==> config.mk <==
export PLATFORM = sky130hd
export DESIGN_NAME = wallace_mac_accum
export DESIGN_NICKNAME = d
export VERILOG_FILES = /design/src/rtl/mac_pkg.sv /design/src/rtl/sat_add.sv /design/src/rtl/wallace_mac_accum.sv
export SDC_FILE = /design/constraint.sdc
export NUM_CORES = 1
export LEC_CHECK = 0
export CAP_MARGIN = 10
export CORE_MARGIN = 1
export CORE_UTILIZATION = 35
export CTS_BUF_LIST = sky130_fd_sc_hd__clkbuf_4 sky130_fd_sc_hd__clkbuf_8
export CTS_CLUSTER_SIZE = 16
export DETAILED_ROUTE_END_ITERATION = 10
export RECOVER_POWER = 100
export REMOVE_ABC_BUFFERS = 1
export SLEW_MARGIN = 20
export SYNTH_ARGS = -nofsm -noshare
export SYNTH_HDL_FRONTEND = slang
export SYNTH_SLANG_ARGS = --single-unit
==> constraint.sdc <==
create_clock -name clk -period 2.6 [get_ports clk]
set_input_delay 0.39 -clock clk [delete_from_list [all_inputs] [get_ports clk]]
set_output_delay 0.39 -clock clk [all_outputs]
set_load 0.01 [all_outputs]
==> src/rtl/mac_pkg.sv <==
// Shared widths and FSM state encoding for the Wallace MAC accumulator.
package mac_pkg;
    localparam int PROD_W = 8;
    localparam int ACC_W  = 16;
    localparam int CNT_W  = 4;

    typedef enum logic [1:0] {
        S_IDLE  = 2'd0,
        S_ACCUM = 2'd1,
        S_DONE  = 2'd2
    } state_t;
endpackage

==> src/rtl/sat_add.sv <==
// Saturating adder: accumulator plus zero-extended product, clamped to all-ones.
module sat_add #(
    parameter int ACC_W  = 16,
    parameter int PROD_W = 8
) (
    input  logic [ACC_W-1:0]  acc,
    input  logic [PROD_W-1:0] addend,
    output logic [ACC_W-1:0]  sum,
    output logic              sat
);
    logic [ACC_W:0] wide;

    // One extra bit catches the carry out, which is exactly the saturation case.
    always_comb begin
        wide = {1'b0, acc} + {{(ACC_W + 1 - PROD_W){1'b0}}, addend};
        sat  = wide[ACC_W];
        sum  = sat ? {ACC_W{1'b1}} : wide[ACC_W-1:0];
    end
endmodule

==> src/rtl/wallace_mac_accum.sv <==
// Sums a programmed number of multiplier products into a saturating accumulator
// with valid/ready handshakes on both the product input and the result output.
module wallace_mac_accum #(
    parameter int PROD_W = mac_pkg::PROD_W,
    parameter int ACC_W  = mac_pkg::ACC_W,
    parameter int CNT_W  = mac_pkg::CNT_W
) (
    input  logic              clk,
    input  logic              rst,
    input  logic              start,
    input  logic [CNT_W-1:0]  num_terms,
    input  logic [PROD_W-1:0] prod,
    input  logic              in_valid,
    output logic              in_ready,
    output logic [ACC_W-1:0]  acc_out,
    output logic              out_valid,
    input  logic              out_ready,
    output logic              overflow,
    output logic              busy
);
    import mac_pkg::*;

    state_t            state, state_next;
    logic [ACC_W-1:0]  acc;
    logic [CNT_W-1:0]  cnt;
    logic [CNT_W-1:0]  terms_q;
    logic [ACC_W-1:0]  sum;
    logic              sat;
    logic              accept;
    logic              last_term;

    sat_add #(
        .ACC_W (ACC_W),
        .PROD_W(PROD_W)
    ) u_sat_add (
        .acc   (acc),
        .addend(prod),
        .sum   (sum),
        .sat   (sat)
    );

    assign in_ready  = (state == S_ACCUM);
    assign out_valid = (state == S_DONE);
    assign busy      = (state != S_IDLE);
    assign accept    = in_valid && in_ready;
    assign last_term = (cnt == (terms_q - CNT_W'(1)));

    always_comb begin
        state_next = state;
        case (state)
            S_IDLE: begin
                if (start) begin
                    state_next = (num_terms == '0) ? S_DONE : S_ACCUM;
                end
            end
            S_ACCUM: begin
                if (accept && last_term) begin
                    state_next = S_DONE;
                end
            end
            S_DONE: begin
                if (out_ready) begin
                    state_next = S_IDLE;
                end
            end
            default: state_next = S_IDLE;
        endcase
    end

    // Datapath registers; a start outside IDLE never reaches this case arm.
    always_ff @(posedge clk) begin
        if (rst) begin
            state    <= S_IDLE;
            acc      <= '0;
            cnt      <= '0;
            terms_q  <= '0;
            acc_out  <= '0;
            overflow <= 1'b0;
        end else begin
            state <= state_next;
            case (state)
                S_IDLE: begin
                    if (start) begin
                        terms_q  <= num_terms;
                        acc      <= '0;
                        cnt      <= '0;
                        overflow <= 1'b0;
                        if (num_terms == '0) begin
                            acc_out <= '0;
                        end
                    end
                end
                S_ACCUM: begin
                    if (accept) begin
                        acc <= sum;
                        cnt <= cnt + CNT_W'(1);
                        if (sat) begin
                            overflow <= 1'b1;
                        end
                        if (last_term) begin
                            acc_out <= sum;
                        end
                    end
                end
                default: begin
                end
            endcase
        end
    end
endmodule

==> results.sh, run 1 <==
export IMPL_gp_congestion=0.803
export IMPL_ys_seq_elements=43
export IMPL_clk_latency_ns=0.29
export IMPL_tns_ns=0
export IMPL_area_delta_synth_final_pct=28.6
export IMPL_ios=37
export IMPL_final_net_count=369
export IMPL_violations="DRC"
export IMPL_pre_cts_ws_ns=-0.270
export IMPL_crit_path_start_kind="input port"
export IMPL_diodes=0
export IMPL_synthTopCellsByArea="dfxtp_1, a21oi_1, nand2_1"
export IMPL_drv_cap=0
export IMPL_vdd_drop_max_mv=0.276
export IMPL_p_leak_nw=1.23
export IMPL_drtIter0Drc=72
export IMPL_path_max_fanout=9
export IMPL_slew_viol_final=0
export IMPL_dp_hpwl_mm=4.21
export IMPL_regArea_um2=861
export IMPL_core_um2=6420
export IMPL_vias=2223
export IMPL_grt_util_all_layers_pct=17.3
export IMPL_cts_reportedPaths_clkPinSlew_ns=0.08
export IMPL_via_per_inst=5.31
export IMPL_cts_num_sinks=43
export IMPL_p_total_w=0.00145
export IMPL_crit_required_ns=2.78
export IMPL_synth_area_um2=2360
export IMPL_fmax_mhz=404
export IMPL_drc=5
export IMPL_antenna_found_initial=0
export IMPL_hold_path_class="flip-flop to flip-flop"
export IMPL_setup_viol=0
export IMPL_wl_per_cell_um=13.9
export IMPL_maxSlewHeadroom_pct=25.4
export IMPL_die_x_um=84.0
export IMPL_design_area_um2=3030
export IMPL_yosysTopAreaCell="dfxtp_1"
export IMPL_critPathKind="input port to flip-flop"
export IMPL_cts_tree="yes"
export IMPL_cts_buffers=5
export IMPL_cts_hold_buffers=0
export IMPL_worst_pin_slew_ns=1.12
export IMPL_gr_total_overflow=0
export IMPL_synth_flop_cell="dfxtp_1"
export IMPL_grt_pass1_wl_mm=9.93
export IMPL_dieArea_um2=7060
export IMPL_power_density_nw_per_um2=478
export IMPL_fin_crit_sh_pct=95.2
export IMPL_timing_final_ws_setup_ns=0.125
export IMPL_grt_max_degree=34
export IMPL_yosysWarnings=0
export IMPL_end_kind="flip-flop"
export IMPL_clock_root_buffer="clkbuf_8"
export IMPL_cts_buffer_depth=2
export IMPL_rsz0062_at_grt="no"
export IMPL_start_util_pct=36.7
export IMPL_dr_pass1_iters=7
export IMPL_synth_cell_types=52
export IMPL_r2r_slack_ns=0.24
export IMPL_cts_htree_levels=2
export IMPL_wirelength_mm=5.84
export IMPL_synth_commonest_cells="dfxtp_1, a21oi_1, nand2_1, nor2_1, o21ai_0"
export IMPL_timing_hold_violations_final=0
export IMPL_fin_crit_ns=2.47
export IMPL_antenna_left=0
export IMPL_synth_edf_count=0
export IMPL_avgSynthCellArea_um2=8.27
export IMPL_async_reset_ff_share_pct=0
export IMPL_drive_gt1_share_pct=13.2
export IMPL_synth_most_common_cell="dfxtp_1"
export IMPL_fp_row_count=29
export IMPL_die_y_um=84.0
export IMPL_port_buffers=36
export IMPL_multi_input_area_um2=1390
export IMPL_fin_skew_ns=0.00586
export IMPL_dpl_cell_area_um2=2920
export IMPL_synth_top_area_share_pct=36.5
export IMPL_fillers=636
export IMPL_seq_area_frac_synth_pct=36.5
export IMPL_grt_pass1_vias=2122
export IMPL_cp_arrival_ns=2.65
export IMPL_outcome="complete, but fails checks"
export IMPL_synthCells=285
[timing repair]
action                     4_1_cts  5_1_grt
gates resized for setup          0        2
setup endpoints to repair        0       14
buffers inserted                 0        1
[placed cells by master, fill, tap and decap left out, types with 2 or more instances in the layout]
cell type / instances
o31ai_1: 5
nor2_1: 24
nand2b_1: 4
inv_1: 5
mux2i_1: 7
a31oi_1: 4
nand3_1: 10
a21oi_1: 36
or2_2: 2
a211oi_2: 2
a211oi_1: 3
o21ai_0: 20
nand3b_1: 2
or3_1: 2
xor2_1: 4
and3_1: 2
clkdlybuf4s50_1: 15
a2bb2oi_1: 2
o211ai_1: 2
dlygate4sd3_1: 21
nor3_1: 9
a22o_1: 3
dfxtp_1: 43
ha_1: 10
clkbuf_4: 3
nand2_1: 36
and2_1: 5
xnor2_1: 7
clkbuf_1: 2
buf_4: 23
clkbuf_8: 5
[per-stage QoR]
stage | util (%) | cells | hold WS (ns)
after floorplan | - | 271 | 0.430
after global placement | 45.5 | 410 | 0.432
after CTS | 46.9 | 418 | 0.462
final | 47.2 | 419 | 0.451
after detailed placement | 45.5 | 410 | 0.444
after global routing | 47.2 | 419 | 0.480
[final timing paths]
path | end | start | depth (start not counted)
min | acc_out[15]$_SDFFE_PP0P_ | acc_out[15]$_SDFFE_PP0P_ | 2
max reg2reg | acc_out[7]$_SDFFE_PP0P_ | terms_q[0]$_SDFFE_PP0P_ | 7
min reg2reg | acc_out[15]$_SDFFE_PP0P_ | acc_out[15]$_SDFFE_PP0P_ | 2
max | acc_out[15]$_SDFFE_PP0P_ | prod[2] | 9
[layout make-up]
cell class,instances,share of cell area [%]
multi-input cells,222,46.0
flip-flops and latches,43,28.4
repair buffers,63,18.7
well taps,77,3.18
clock buffers,7,2.77
inverters,6,0.743
clock inverters,1,0.165
[flip-flops by register name, indices dropped and copies added (netlist names)]
name,count
state,2
overflow,1
acc,16
terms_q,4
cnt,4
acc_out,16
[metal layers]
metal,part of all wire [%],GRT usage [%],vias to the layer above
met1,49,22.9,1022
li1,-,-,1132
met4,1.0,4.39,0
met5,0,0,-
met2,46,28.7,57
met3,4.0,3.36,12
[kinds of logic after synthesis]
group	synth area share, %
DFF	36.5
and+or+nand+nor	21.8
adders and majority gates	6.16
buffers and inverters	4.67
xor gates and xnor gates	5.04
AOI/OAI and AO/OA	22.8
muxes	2.97
[power breakdown]
group          internal (W)  total (W)  switching (W)
Clock              0.000210   0.000435       0.000225
Sequential         0.000677   0.000694      0.0000178
Combinational      0.000144   0.000320       0.000177
Total               0.00103    0.00145       0.000419
[worst max-delay path: stages]
cell	delay (ns)
clkdlybuf4s50_1	0.43
ha_1	0.33
buf_4	0.14
nand3_1	0.06
o211ai_1	0.29
a41o_1	0.44
a41oi_1	0.21
a211oi_2	0.27
o21ai_0	0.10
(Power assumes the default switching activity.)
==> run 2: changes to the inputs <==
--- a/config.mk
+++ b/config.mk
@@ -11,6 +11,7 @@
 export CTS_BUF_LIST = sky130_fd_sc_hd__clkbuf_4 sky130_fd_sc_hd__clkbuf_8
 export CTS_CLUSTER_SIZE = 16
 export DETAILED_ROUTE_END_ITERATION = 10
+export DONT_BUFFER_PORTS = 1
 export RECOVER_POWER = 100
 export REMOVE_ABC_BUFFERS = 1
 export SLEW_MARGIN = 20
==> results.sh, run 2 (same netlist as run 1, synthesis figures left out) <==
export IMPL_start_util_pct=36.7
export IMPL_startpoint="acc[0]$_SDFFE_PP0P_"
export IMPL_area_delta_synth_final_pct=6.74
export IMPL_cp_arrival_ns=2.59
export IMPL_cts_hold_buffers=0
export IMPL_power_density_nw_per_um2=615
export IMPL_die_y_um=84.0
export IMPL_drv_cap=0
export IMPL_diodes=0
export IMPL_switching_share_pct=25.9
export IMPL_dieArea_um2=7060
export IMPL_fin_skew_ns=0.00846
export IMPL_gp_congestion=0.795
export IMPL_crit_path_start_kind="flip-flop"
export IMPL_multi_input_area_um2=1370
export IMPL_timing_hold_violations_final=0
export IMPL_dp_hpwl_mm=3.89
export IMPL_cts_htree_levels=2
export IMPL_cts_buffer_depth=2
export IMPL_cts_setup_buffers=0
export IMPL_grt_max_degree=35
export IMPL_wirelength_mm=5.39
export IMPL_vdd_drop_max_mv=0.250
export IMPL_finalNonFillerCells=361
export IMPL_fmax_mhz=425
export IMPL_rr_startpoint="acc[0]$_SDFFE_PP0P_"
export IMPL_regArea_um2=861
export IMPL_dr_pass1_iters=8
export IMPL_clk_latency_ns=0.29
export IMPL_die_x_um=84.0
export IMPL_fin_crit_ns=2.36
export IMPL_setup_viol=0
export IMPL_wl_per_cell_um=14.9
export IMPL_final_common_cell="dfxtp_1"
export IMPL_p_int_w=0.00115
export IMPL_fillers=680
export IMPL_critPathKind="flip-flop to flip-flop"
export IMPL_grt_pass1_vias=1985
export IMPL_ios=37
export IMPL_final_core_util_pct=39.2
export IMPL_placed_cells=353
export IMPL_timing_final_ws_setup_ns=0.244
export IMPL_end_kind="flip-flop"
export IMPL_clkPwrFrac_pct=39.9
export IMPL_tns_ns=0
export IMPL_maxSlewHeadroom_pct=37.6
export IMPL_top_regs="acc (16), acc_out (16)"
export IMPL_layout_common_cells="dfxtp_1, nand2_1, a21oi_1"
export IMPL_core_um2=6420
export IMPL_outcome="complete, but fails checks"
export IMPL_path_max_fanout=5
export IMPL_via_per_inst=5.51
export IMPL_wl_met1_mm=2.59
export IMPL_gr_total_overflow=0
export IMPL_cts_num_sinks=43
export IMPL_cts_tree="yes"
export IMPL_antenna_found_initial=0
export IMPL_wl_met3_um=364
export IMPL_seqPwrFrac_pct=44.9
export IMPL_drc=6
export IMPL_fin_crit_sh_pct=90.6
export IMPL_pwr_share_comb_pct=15.2
export IMPL_vias=1988
export IMPL_antenna_left=0
export IMPL_hold_path_class="input port to flip-flop"
export IMPL_cts_repair_resize_count=0
export IMPL_port_buffers=0
export IMPL_top_layer="met4"
export IMPL_grt_pass1_wl_mm=9.25
export IMPL_pre_cts_ws_ns=0.205
export IMPL_drtIter0Drc=107
export IMPL_p_leak_nw=0.923
export IMPL_worst_pin_slew_ns=0.936
export IMPL_crit_required_ns=2.83
export IMPL_cts_buffers=5
export IMPL_dr_wl_met2_mm=2.39
export IMPL_grt_util_all_layers_pct=16.3
export IMPL_power_switching_w=0.000401
export IMPL_worstHoldStart="rst"
export IMPL_r2r_slack_ns=0.24
export IMPL_violations="DRC"
export IMPL_slew_viol_final=0
export IMPL_rsz0062_at_grt="no"
export IMPL_final_net_count=311
export IMPL_drive_gt1_share_pct=6.69
export IMPL_fp_row_count=29
export IMPL_cts_reportedPaths_clkPinSlew_ns=0.09
export IMPL_clock_root_buffer="clkbuf_8"
## run 2: cell count changes in the layout (fill, tap and decap cells not counted), moves of 2 or more
cell | previous run | this run
clkdlybuf4s50_1 | 15 | 0
bufinv_16 | 0 | 2
a211oi_1 | 3 | 5
dlygate4sd3_1 | 21 | 0
buf_4 | 23 | 3
a211oi_2 | 2 | 0
clkbuf_4 | 3 | 0
## run 2: layout make-up
type / count / area share [%]
Multi-Input combinational cell: 222 / 54.4
Timing Repair Buffer: 5 / 1.24
Clock buffer: 5 / 2.74
Inverter: 6 / 0.896
Tap cell: 77 / 3.83
Sequential cell: 43 / 34.2
Clock inverter: 3 / 2.69
## run 2: worst paths after layout
check	end	depth (start not counted)
worst max-delay path	overflow$_SDFFE_PP0P_	9
worst max register to register	overflow$_SDFFE_PP0P_	9
worst min register to register	acc[3]$_SDFFE_PP0P_	2
worst min-delay path	terms_q[3]$_SDFFE_PP0P_	1
## run 2: power groups by stage
stage	registers, W	logic (W)	clock network (W)
CTS	0.000696	0.000239	0.000635
global placement	0.000711	0.000235	0
finish	0.000694	0.000234	0.000618
floorplan	0.000706	0.000180	0
detailed placement	0.000711	0.000238	0
global route	0.000699	0.000263	0.000662
## run 2: routing by layer
metal  vias up  GRT usage, %
li1       1009             -
met1       919          20.7
met2        55          27.5
met3         5          4.55
met4         0          3.76
met5         -             0
## run 2: worst max-delay path: stages, from the launching register on
cell and delay (ns):
dfxtp_1 0.34, ha_1 0.18, fa_1 0.27, a211oi_1 0.10, o21a_2 0.26, a2111o_1 0.50, buf_4 0.20, nor4b_1 0.27
nor2_1 0.09, nor3_2 0.10
## run 2: stage by stage
stage | cell area, um2 | total power, W | hold slack [ns]
3_5_place_dp | 2400 | 0.000949 | 0.447
6_report | 2510 | 0.00155 | 0.148
4_1_cts | 2540 | 0.00157 | 0.138
5_1_grt | 2510 | 0.00162 | 0.131
3_3_place_gp | 2400 | 0.000945 | 0.441
2_1_floorplan | 2270 | 0.000886 | 0.430
==> run 3: changes to the inputs <==
--- a/config.mk
+++ b/config.mk
@@ -12,6 +12,7 @@
 export CTS_CLUSTER_SIZE = 16
 export DETAILED_ROUTE_END_ITERATION = 10
 export DONT_BUFFER_PORTS = 1
+export PLACE_DENSITY = 0.53
 export RECOVER_POWER = 100
 export REMOVE_ABC_BUFFERS = 1
 export SLEW_MARGIN = 20
==> constraint.sdc (replaced) <==
create_clock -name clk -period 2.65 [get_ports clk]
set_input_delay 0.3975 -clock clk [delete_from_list [all_inputs] [get_ports clk]]
set_output_delay 0.3975 -clock clk [all_outputs]
set_load 0.01 [all_outputs]
==> results.sh, run 3 (same netlist as run 1, synthesis figures left out) <==
export IMPL_drive_gt1_share_pct=7.02
export IMPL_start_util_pct=36.7
export IMPL_hold_path_class="input port to flip-flop"
export IMPL_grt_max_degree=35
export IMPL_p_leak_nw=0.915
export IMPL_dieArea_um2=7060
export IMPL_cp_endpoint="acc[11]$_SDFFE_PP0P_"
export IMPL_path_depth=8
export IMPL_cts_num_sinks=43
export IMPL_wl_per_cell_um=15.1
export IMPL_end_kind="flip-flop"
export IMPL_startpoint="acc[0]$_SDFFE_PP0P_"
export IMPL_fin_crit_sh_pct=87.8
export IMPL_cpPeakStageDelay_ns=0.44
export IMPL_area_delta_synth_final_pct=5.63
export IMPL_r2r_end="acc[11]$_SDFFE_PP0P_"
export IMPL_drtIter0Drc=84
export IMPL_power_switching_w=0.000384
export IMPL_final_core_util_pct=38.7
export IMPL_outcome="complete, but fails checks"
export IMPL_grt_pass1_vias=1957
export IMPL_ios=37
export IMPL_vias=1994
export IMPL_fin_skew_ns=0.00673
export IMPL_whs_ns=0.164
export IMPL_vdd_drop_max_mv=0.262
export IMPL_crit_chain="ha_1 > fa_1 > a211oi_1 > o21a_2 > a21oi_2 > and2_1 > o31ai_1 > a211oi_1"
export IMPL_cp_slowest_cell="fa_1"
export IMPL_final_common_cell="dfxtp_1"
export IMPL_fmax_mhz=430
export IMPL_gp_congestion=0.800
export IMPL_cts_setup_buffers=0
export IMPL_crit_buf_inv=0
export IMPL_cts_repair_resize_count=0
export IMPL_gr_total_overflow=0
export IMPL_via_per_inst=5.51
export IMPL_drc=6
export IMPL_slew_viol_final=0
export IMPL_final_net_count=312
export IMPL_grt_util_all_layers_pct=16.4
export IMPL_cts_buffers=5
export IMPL_cp_arrival_ns=2.47
export IMPL_cts_hold_buffers=0
export IMPL_clock_root_buffer="clkbuf_8"
export IMPL_core_um2=6420
export IMPL_rr_startpoint="acc[0]$_SDFFE_PP0P_"
export IMPL_cts_reportedPaths_clkPinSlew_ns=0.08
export IMPL_fin_crit_ns=2.33
export IMPL_dr_pass1_iters=7
export IMPL_worst_pin_slew_ns=0.668
export IMPL_tns_ns=0
export IMPL_dp_hpwl_mm=3.92
export IMPL_rsz0062_at_grt="no"
export IMPL_switching_share_pct=27.8
export IMPL_maxSlewHeadroom_pct=55.5
export IMPL_setup_viol=0
export IMPL_wirelength_mm=5.45
export IMPL_cts_buffer_depth=2
export IMPL_violations="DRC"
export IMPL_timing_hold_violations_final=0
export IMPL_p_int_w=0.000997
export IMPL_drv_cap=0
export IMPL_diodes=0
export IMPL_cts_tree="yes"
export IMPL_pwr_share_comb_pct=16.7
export IMPL_antenna_left=0
export IMPL_port_buffers=0
export IMPL_cts_htree_levels=2
export IMPL_layout_common_cells="dfxtp_1, nand2_1, a21oi_1"
export IMPL_crit_required_ns=2.80
export IMPL_path_max_fanout=11
export IMPL_clkPwrFrac_pct=33.9
export IMPL_seqPwrFrac_pct=49.4
export IMPL_path_common_cell="a211oi_1"
export IMPL_crit_path_start_kind="flip-flop"
export IMPL_critPathKind="flip-flop to flip-flop"
export IMPL_rr_worst_depth=8
export IMPL_top_regs="acc (16), acc_out (16)"
export IMPL_die_y_um=84.0
export IMPL_grt_pass1_wl_mm=9.18
export IMPL_r2r_slack_ns=0.32
export IMPL_critPathTopFamily="compound AO/OA/AOI/OAI gates"
export IMPL_die_x_um=84.0
export IMPL_clk_latency_ns=0.29
export IMPL_antenna_found_initial=0
export IMPL_power_density_nw_per_um2=555
export IMPL_fp_row_count=29
run 3: worst min-delay path by stage:
stage	from	endpoint	slack, ns	depth (start not counted)
after global routing	rst	overflow$_SDFFE_PP0P_	0.15	1
after detailed placement	acc[0]$_SDFFE_PP0P_	acc[0]$_SDFFE_PP0P_	0.45	2
after CTS	rst	overflow$_SDFFE_PP0P_	0.16	1
after global placement	acc[0]$_SDFFE_PP0P_	acc[0]$_SDFFE_PP0P_	0.44	2
final	rst	terms_q[3]$_SDFFE_PP0P_	0.16	1
after floorplan	acc[0]$_SDFFE_PP0P_	acc[0]$_SDFFE_PP0P_	0.43	2
run 3: stage by stage:
stage	std cells	instance area, um2	worst slack [ns]	total power, W
6_report	362	2490	0.323	0.00138
5_1_grt	362	2490	0.150	0.00146
4_1_cts	362	2510	0.322	0.00141
3_5_place_dp	354	2410	0.217	0.000936
3_3_place_gp	354	2410	0.263	0.000934
2_1_floorplan	271	2270	0.403	0.000870
run 3: routing by layer:
layer	track usage, %	share of wire [%]
met4	3.76	0.57
met2	28.2	47
met1	20.6	48
met5	0	0
met3	3.96	4.4
run 3: worst register-to-register path, cell delays in order, from the launching register on:
cell,delay [ns]
dfxtp_1,0.32
ha_1,0.20
fa_1,0.44
a211oi_1,0.26
o21a_2,0.24
a21oi_2,0.11
and2_1,0.28
o31ai_1,0.26
a211oi_1,0.10
run 3: final cells by class:
| cell class | instances | area, um2 |
|---|---|---|
| flip-flops and latches | 43 | 861 |
| inverters | 6 | 22.5 |
| well taps | 77 | 96.3 |
| fillers | 688 | 3930 |
| clock buffers | 8 | 104 |
| multi-input cells | 222 | 1370 |
| repair buffers | 6 | 35.0 |
run 3: power by group through the flow:
stage,logic [W],registers [W],clock network [W]
floorplan,0.000177,0.000693,0
global placement,0.000236,0.000698,0
detailed placement,0.000238,0.000698,0
CTS,0.000238,0.000683,0.000485
global route,0.000261,0.000686,0.000510
finish,0.000231,0.000682,0.000469
